## src/rtl/cordic_scheduler_pkg.sv

```systemverilog
// Shared FSM/mode encodings and default sizing for the CORDIC request scheduler.
package cordic_sched_pkg;

  localparam int DW_DEF     = 16;
  localparam int N_ITER_DEF = 10;

  typedef enum logic [1:0] {
    ST_IDLE = 2'd0,
    ST_LOAD = 2'd1,
    ST_ITER = 2'd2,
    ST_DONE = 2'd3
  } state_e;

  typedef enum logic {
    MODE_ROT = 1'b0,
    MODE_VEC = 1'b1
  } mode_e;

endpackage

```

## src/rtl/cordic_scheduler_if.sv

```systemverilog
// Requester-side bundle: per-requester req/operands/mode in, one-hot gnt/done and shared result out.
interface cordic_scheduler_if
  import cordic_sched_pkg::*;
#(
  parameter int NUM_REQ = 4,
  parameter int DW      = DW_DEF
);

  logic [NUM_REQ-1:0]    req;
  logic [NUM_REQ-1:0]    req_mode;
  logic [NUM_REQ*DW-1:0] req_x;
  logic [NUM_REQ*DW-1:0] req_y;
  logic [NUM_REQ*DW-1:0] req_z;
  logic [NUM_REQ-1:0]    gnt;
  logic [NUM_REQ-1:0]    done;
  logic [DW-1:0]         res_x;
  logic [DW-1:0]         res_y;
  logic [DW-1:0]         res_z;

  modport master (
    output req, req_mode, req_x, req_y, req_z,
    input  gnt, done, res_x, res_y, res_z
  );

  modport slave (
    input  req, req_mode, req_x, req_y, req_z,
    output gnt, done, res_x, res_y, res_z
  );

endinterface

```

## src/rtl/cordic_scheduler_arb.sv

```systemverilog
// Combinational winner pick, zero latency; round-robin from a pointer with CORDIC_SCHED_RR_EN,
// fixed lowest-index priority otherwise. No backpressure: the caller pulses take on a grant.
module cordic_req_arb #(
  parameter int NUM_REQ = 4,
  parameter int IW      = (NUM_REQ > 1) ? $clog2(NUM_REQ) : 1
) (
  input  logic               clk,
  input  logic               reset,
  input  logic [NUM_REQ-1:0] req,
  input  logic               take,
  output logic               any,
  output logic [IW-1:0]      win_idx
);

  logic [IW-1:0] start;

`ifdef CORDIC_SCHED_RR_EN
  logic [IW-1:0] ptr_q, ptr_d;

  always_comb begin
    ptr_d = ptr_q;
    if (take) begin
      ptr_d = (int'(win_idx) == NUM_REQ - 1) ? '0 : win_idx + 1'b1;
    end
  end

  always_ff @(posedge clk or negedge reset) begin
    if (!reset) begin
      ptr_q <= '0;
    end else begin
      ptr_q <= ptr_d;
    end
  end

  assign start = ptr_q;
`else
  logic unused_fixed;
  assign unused_fixed = ^{clk, reset, take};
  assign start        = '0;
`endif

  assign any = |req;

  // Walk the search order backwards so the first requester in order is the last write.
  always_comb begin
    int            j;
    logic [IW-1:0] idx;
    win_idx = '0;
    j       = 0;
    idx     = '0;
    for (int k = NUM_REQ - 1; k >= 0; k--) begin
      j = int'(start) + k;
      if (j >= NUM_REQ) begin
        j = j - NUM_REQ;
      end
      idx = IW'(j);
      if (req[idx]) begin
        win_idx = idx;
      end
    end
  end

endmodule

```

## src/rtl/cordic_scheduler.sv

```systemverilog
// Time-shares one iterative CORDIC datapath; done follows gnt by N_ITER+1 cycles, period N_ITER+3.
// No backpressure: requesters hold req until gnt. CORDIC_SCHED_RR_EN selects round-robin arbitration.
module cordic_scheduler
  import cordic_sched_pkg::*;
#(
  parameter int NUM_REQ = 4,
  parameter int DW      = DW_DEF,
  parameter int N_ITER  = N_ITER_DEF
) (
  input  logic              clk,
  input  logic              reset,
  cordic_scheduler_if.slave rq,
  output logic [DW-1:0]     dp_x_in,
  output logic [DW-1:0]     dp_y_in,
  output logic [DW-1:0]     dp_z_in,
  output logic              dp_mode,
  output logic              selmx,
  output logic              selmy,
  output logic              selmz,
  output logic [3:0]        i,
  input  logic [DW-1:0]     dp_x_out,
  input  logic [DW-1:0]     dp_y_out,
  input  logic [DW-1:0]     dp_z_out,
  output logic              busy
);

  localparam int IW = (NUM_REQ > 1) ? $clog2(NUM_REQ) : 1;

  state_e             state_q, state_d;
  logic [3:0]         i_q, i_d;
  logic [NUM_REQ-1:0] gnt_q, gnt_d;
  logic [NUM_REQ-1:0] done_q, done_d;
  logic [NUM_REQ-1:0] own_q, own_d;
  logic [DW-1:0]      x_in_q, x_in_d, y_in_q, y_in_d, z_in_q, z_in_d;
  logic [DW-1:0]      res_x_q, res_x_d, res_y_q, res_y_d, res_z_q, res_z_d;
  mode_e              mode_q, mode_d;

  logic               any;
  logic               take;
  logic [IW-1:0]      win_idx;

  assign take = (state_q == ST_IDLE) && any;

  cordic_req_arb #(
    .NUM_REQ (NUM_REQ),
    .IW      (IW)
  ) u_arb (
    .clk     (clk),
    .reset   (reset),
    .req     (rq.req),
    .take    (take),
    .any     (any),
    .win_idx (win_idx)
  );

  always_comb begin
    state_d = state_q;
    i_d     = i_q;
    gnt_d   = '0;
    done_d  = '0;
    own_d   = own_q;
    x_in_d  = x_in_q;
    y_in_d  = y_in_q;
    z_in_d  = z_in_q;
    mode_d  = mode_q;
    res_x_d = res_x_q;
    res_y_d = res_y_q;
    res_z_d = res_z_q;
    case (state_q)
      ST_IDLE: begin
        if (any) begin
          gnt_d[win_idx] = 1'b1;
          own_d          = '0;
          own_d[win_idx] = 1'b1;
          x_in_d         = rq.req_x[int'(win_idx)*DW +: DW];
          y_in_d         = rq.req_y[int'(win_idx)*DW +: DW];
          z_in_d         = rq.req_z[int'(win_idx)*DW +: DW];
          mode_d         = mode_e'(rq.req_mode[win_idx]);
          i_d            = '0;
          state_d        = ST_LOAD;
        end
      end
      ST_LOAD: begin
        i_d     = 4'd1;
        state_d = ST_ITER;
      end
      ST_ITER: begin
        // >= rather than == so a corrupted count can never run past N_ITER.
        if (i_q >= 4'(N_ITER)) begin
          res_x_d = dp_x_out;
          res_y_d = dp_y_out;
          res_z_d = dp_z_out;
          done_d  = own_q;
          i_d     = '0;
          state_d = ST_DONE;
        end else begin
          i_d = i_q + 4'd1;
        end
      end
      ST_DONE: begin
        state_d = ST_IDLE;
      end
      default: begin
        state_d = ST_IDLE;
        i_d     = '0;
      end
    endcase
  end

  always_ff @(posedge clk or negedge reset) begin
    if (!reset) begin
      state_q <= ST_IDLE;
      i_q     <= '0;
      gnt_q   <= '0;
      done_q  <= '0;
      own_q   <= '0;
      x_in_q  <= '0;
      y_in_q  <= '0;
      z_in_q  <= '0;
      mode_q  <= MODE_ROT;
      res_x_q <= '0;
      res_y_q <= '0;
      res_z_q <= '0;
    end else begin
      state_q <= state_d;
      i_q     <= i_d;
      gnt_q   <= gnt_d;
      done_q  <= done_d;
      own_q   <= own_d;
      x_in_q  <= x_in_d;
      y_in_q  <= y_in_d;
      z_in_q  <= z_in_d;
      mode_q  <= mode_d;
      res_x_q <= res_x_d;
      res_y_q <= res_y_d;
      res_z_q <= res_z_d;
    end
  end

  assign rq.gnt   = gnt_q;
  assign rq.done  = done_q;
  assign rq.res_x = res_x_q;
  assign rq.res_y = res_y_q;
  assign rq.res_z = res_z_q;

  assign dp_x_in = x_in_q;
  assign dp_y_in = y_in_q;
  assign dp_z_in = z_in_q;
  assign dp_mode = mode_q;
  assign i       = i_q;
  assign selmx   = (state_q == ST_ITER);
  assign selmy   = (state_q == ST_ITER);
  assign selmz   = (state_q == ST_ITER);
  assign busy    = (state_q != ST_IDLE);

endmodule

```

## src/flat_wrapper.sv

```systemverilog
// flat-port wrapper written by rule: the top's interface ports become plain ports
module cordic_scheduler_flat import cordic_sched_pkg::*;
#(
  parameter int NUM_REQ = 4,
  parameter int DW      = DW_DEF,
  parameter int N_ITER  = N_ITER_DEF
)
  (clk, reset, dp_x_in, dp_y_in, dp_z_in, dp_mode, selmx, selmy, selmz, i, dp_x_out, dp_y_out, dp_z_out, busy, rq_req, rq_req_mode, rq_req_x, rq_req_y, rq_req_z, rq_gnt, rq_done, rq_res_x, rq_res_y, rq_res_z);
  cordic_scheduler_if #(.NUM_REQ(NUM_REQ), .DW(DW)) rq_i ();
  input  logic clk;
  input  logic reset;
  output logic [DW-1:0] dp_x_in;
  output logic [DW-1:0] dp_y_in;
  output logic [DW-1:0] dp_z_in;
  output logic dp_mode;
  output logic selmx;
  output logic selmy;
  output logic selmz;
  output logic [3:0] i;
  input  logic [DW-1:0] dp_x_out;
  input  logic [DW-1:0] dp_y_out;
  input  logic [DW-1:0] dp_z_out;
  output logic busy;
  input wire logic [$bits(rq_i.req)-1:0] rq_req;
  input wire logic [$bits(rq_i.req_mode)-1:0] rq_req_mode;
  input wire logic [$bits(rq_i.req_x)-1:0] rq_req_x;
  input wire logic [$bits(rq_i.req_y)-1:0] rq_req_y;
  input wire logic [$bits(rq_i.req_z)-1:0] rq_req_z;
  output wire logic [$bits(rq_i.gnt)-1:0] rq_gnt;
  output wire logic [$bits(rq_i.done)-1:0] rq_done;
  output wire logic [$bits(rq_i.res_x)-1:0] rq_res_x;
  output wire logic [$bits(rq_i.res_y)-1:0] rq_res_y;
  output wire logic [$bits(rq_i.res_z)-1:0] rq_res_z;
  assign rq_i.req = rq_req;
  assign rq_i.req_mode = rq_req_mode;
  assign rq_i.req_x = rq_req_x;
  assign rq_i.req_y = rq_req_y;
  assign rq_i.req_z = rq_req_z;
  assign rq_gnt = rq_i.gnt;
  assign rq_done = rq_i.done;
  assign rq_res_x = rq_i.res_x;
  assign rq_res_y = rq_i.res_y;
  assign rq_res_z = rq_i.res_z;
  cordic_scheduler #(.NUM_REQ(NUM_REQ), .DW(DW), .N_ITER(N_ITER)) u_core (.clk(clk), .reset(reset), .rq(rq_i), .dp_x_in(dp_x_in), .dp_y_in(dp_y_in), .dp_z_in(dp_z_in), .dp_mode(dp_mode), .selmx(selmx), .selmy(selmy), .selmz(selmz), .i(i), .dp_x_out(dp_x_out), .dp_y_out(dp_y_out), .dp_z_out(dp_z_out), .busy(busy));
endmodule
```

## config.mk

```make
export PLATFORM = sky130hd
export DESIGN_NAME = cordic_scheduler_flat
export DESIGN_NICKNAME = d
export VERILOG_FILES = /design/src/rtl/cordic_scheduler_pkg.sv /design/src/rtl/cordic_scheduler_if.sv /design/src/rtl/cordic_scheduler_arb.sv /design/src/rtl/cordic_scheduler.sv /design/src/flat_wrapper.sv
export SDC_FILE = /design/constraint.sdc
export NUM_CORES = 1
export LEC_CHECK = 0
export ABC_CLOCK_PERIOD_IN_PS = 2100
export BUFFER_PORTS_ARGS = -buffer_cell sky130_fd_sc_hd__clkbuf_2
export CAP_MARGIN = 20
export CORE_AREA = 2 2 141 143
export CTS_CLUSTER_DIAMETER = 100
export DETAILED_ROUTE_END_ITERATION = 12
export DIE_AREA = 0 0 143 145
export GPL_ROUTABILITY_DRIVEN = 0
export GPL_TIMING_DRIVEN = 0
export SLEW_MARGIN = 20
export SYNTH_ARGS = -nofsm -noshare
export SYNTH_HDL_FRONTEND = slang
export SYNTH_HIERARCHICAL = 1
export SYNTH_SLANG_ARGS = --single-unit
export TNS_END_PERCENT = 20
```

## constraint.sdc

```tcl
create_clock -name clk -period 2.1 [get_ports clk]
set_clock_uncertainty 0.05 [all_clocks]
set_input_delay 0.21 -clock clk [delete_from_list [all_inputs] [get_ports clk]]
set_output_delay 0.21 -clock clk [all_outputs]
set_load 0.02 [all_outputs]
```

==> results.yml <==
setup_path:
  cp_slowest_cell: "o311ai_4"
  arrival_ps: 2240
  crit_path_start_kind: "flip-flop"
  endpoint_kind: "flip-flop"
  crit_path_max_fanout: 10
  path_delay_family: "compound AO/OA/AOI/OAI gates"
  crit_chain: "inv_1 -> ha_2 -> o311ai_4 -> buf_6 -> mux2_2"
  timing.critical_path.buf_inv: 2
  critical_path_class: "flip-flop to flip-flop"
  cp_slowest_stage_delay_ps: 530
  critPathRequiredTime_ps: 2330
min_path:
  min_path_type: "input pin to flip-flop"
power_and_ir_drop:
  combPwrFrac: 0.393
  leakagePower_nw: 4.56
  switching_share: 0.340
  vdd_drop_max_uv: 476
  finalPower_w: 0.0102
  p_switching_w: 0.00346
  seq_power_share: 0.315
  intPower_w: 0.00673
  p_clk_frac: 0.291
  pwr_density_cell_mw_per_mm2: 1110
place:
  hpwl_um: 14000
  portBuffers: 362
  place_inst: 976
  post-place-ws_ps: -60.1
logic_synthesis:
  ys_seq_area_frac: 0.489
  syn-instance-count: 348
  async_flop_share: 1.00
  synthDominantCellAreaShare: 0.489
  ys_ff_latch: 115
  synthesis.area_mm2: 0.00588
  yosys_warnings: 6
  synth_area_leaders: "dfrtp_1 49%, mux4_2 18%, mux2_4 12%"
  synth_nets: 604
  synth_top_area_cell: "dfrtp_1"
  synth-main-ff-cell: "dfrtp_1"
  synth-edff-count: 0
  syn_avg_cell_area_um2: 16.9
  yosys.cell_types.count: 38
timing:
  finalSetupTns_ps: 0
  fmax_ghz: 0.498
  slew_viol_final: 0
  worst_slack_ps: 90.6
  setup_viol: 0
  relSlewSlack: 0.548
  worst_slew_pin_slew_ps: 672
  rsz0062_at_grt: "false"
  fin_crit_ps: 2010
  timing_hold_violations_final: 0
  final.period_utilization: 0.957
routing:
  via_per_inst: 4.48
  vias: 4719
  drt_iter0_markers: 98
  wire_per_inst_um: 17.3
  drt.antenna.violating_nets: 0
  wirelength_um: 18200
  drc_errors: 0
  dr.pass1.iters: 4
cts:
  numCtsBuffers: 17
  h-tree-depth: 4
  clkTransAtPathRegs_ps: 60
  clockBufferDepth: 2
  clk_latency_ps: 400
  cts-root-buf: "clkbuf_16"
  cts.sinks: 115
  cts_tree: "yes"
layout:
  regArea_mm2: 0.00288
  syn2layout_area_growth_pct: 55.4
  fillCellCount: 1718
  multiInputGateArea_mm2: 0.00273
  drive_gt1_frac: 0.725
  fin_nets: 1031
  utilization: 0.476
  stdcell_count: 1054
grt:
  grt_antenna_before_repair: 1
  grt_pass1_vias: 4976
  grt_start_max_net_pins: 60
  track_usage: 0.174
  grt_pass1_wl_um: 27300
  overflow: 0
floorplanning:
  rows: 51
  core-area_mm2: 0.0192
  fp.dieH_um: 145
  die_w_um: 143
  ioPinCount: 363
  initial_core_util: 0.306
  die-area_mm2: 0.0207
status:
  status: "finished clean"
flow_run:
  maxCapViolations: 0
what timing repair did:
action                                  in CTS  in global routing
gates resized for setup                      1                  8
endpoints found under the hold margin      102                  0
hold buffers                                45                  0
pin swaps                                    1                  0
endpoints found under the setup margin      63                 89
setup buffers                                0                  0
routing by layer:
metal,vias up,global-route usage,wire (um)
li1,2183,-,-
met1,2288,0.206,7290
met2,232,0.300,9170
met3,16,0.0525,1470
met4,0,0.0554,274
met5,-,0,0
flip-flops by register name (all words and copies together), names as in the netlist, 4 cells and up:
register,count
u_core/rq.res_x,16
u_core/dp_x_in,16
u_core/rq.res_z,16
u_core/i,4
u_core/rq.done,4
u_core/rq.res_y,16
u_core/dp_z_in,16
u_core/own_q,4
u_core/rq.gnt,4
u_core/dp_y_in,16
layout by cell type, fill, tap and decap left out, types with 2 or more instances in the layout:
cell and instances:
clkbuf_2 362, dfrtp_1 114, mux2_2 51, mux4_2 48, mux2_4 46, dlygate4sd3_1 45, clkbuf_16 17, inv_1 12
buf_6 7, nor2_1 7, buf_2 6, nand2_1 5, ha_1 5, clkinvlp_4 4, clkbuf_4 4, buf_12 4
clkinv_4 3, bufinv_16 3, inv_6 3, o31ai_1 3, o21ai_0 3, a21o_1 3, buf_4 3, nor3_1 2
logic make-up after synthesis:
group,count (synthesis),synth area share
muxes,147,0.405
DFF,115,0.489
buffers and inverters,38,0.0481
and+or+nand+nor,24,0.0198
AOI/OAI and AO/OA,18,0.0249
adders and majority gates,6,0.0128
area by class of cell:
type / count / area share
clock buffer: 18 / 0.0469
tap: 265 / 0.0363
antenna: 1 / 0.000274
clock inverter: 14 / 0.0194
inverter: 13 / 0.00561
multi-input combinational: 195 / 0.298
timing repair buffer: 408 / 0.251
buffer: 25 / 0.0270
sequential: 115 / 0.315
power by group through the flow:
stage | clock (W) | sequential, W | combinational [W]
finish | 0.00297 | 0.00322 | 0.00401
global route | 0.00316 | 0.00330 | 0.00427
CTS | 0.00307 | 0.00322 | 0.00404
detailed placement | 0 | 0.00323 | 0.00397
global placement | 0 | 0.00323 | 0.00391
floorplan | 0 | 0.00390 | 0.00196
final timing paths:
check                                start                  to  slack [ps]  cells past startpoint
min reg2reg                u_core/own_q[3]     u_core/own_q[3]         420                      1
min in group asynchronous            reset  u_core/rq.res_y[2]         310                      2
min                            dp_x_out[8]  u_core/rq.res_x[8]          30                      2
max in group asynchronous            reset   u_core/dp_z_in[4]        1010                      3
max                            u_core/i[0]  u_core/rq.res_z[2]          90                      5
max reg2reg                    u_core/i[0]  u_core/rq.res_z[2]          90                      5
Yosys cell counts (all sizes together), types with 2 or more instances:
library cell / instances
mux2: 97
a21oi: 2
ha: 6
mux4: 49
inv: 13
nor3: 2
buf: 24
nor2: 7
a21o: 3
o31ai: 3
dfrtp: 115
nand2: 6
o21ai: 3
stage by stage:
stage,area (um^2),hold slack (ps)
detailed placement,8060,186
CTS,9120,4.13
global route,9140,7.59
floorplan,5880,-136
finish,9140,31.3
global placement,8020,394
worst reg2reg max path: cells and delay by family, from the launching register on:
family,cells,cell delay [ps]
flip-flops,1,410
multiplexers,1,360
AO/OA/AOI/OAI,1,530
buffers and inverters,2,330
adder cells (fa/ha/maj),1,210
Note: power is estimated with default switching activity, not from simulation.
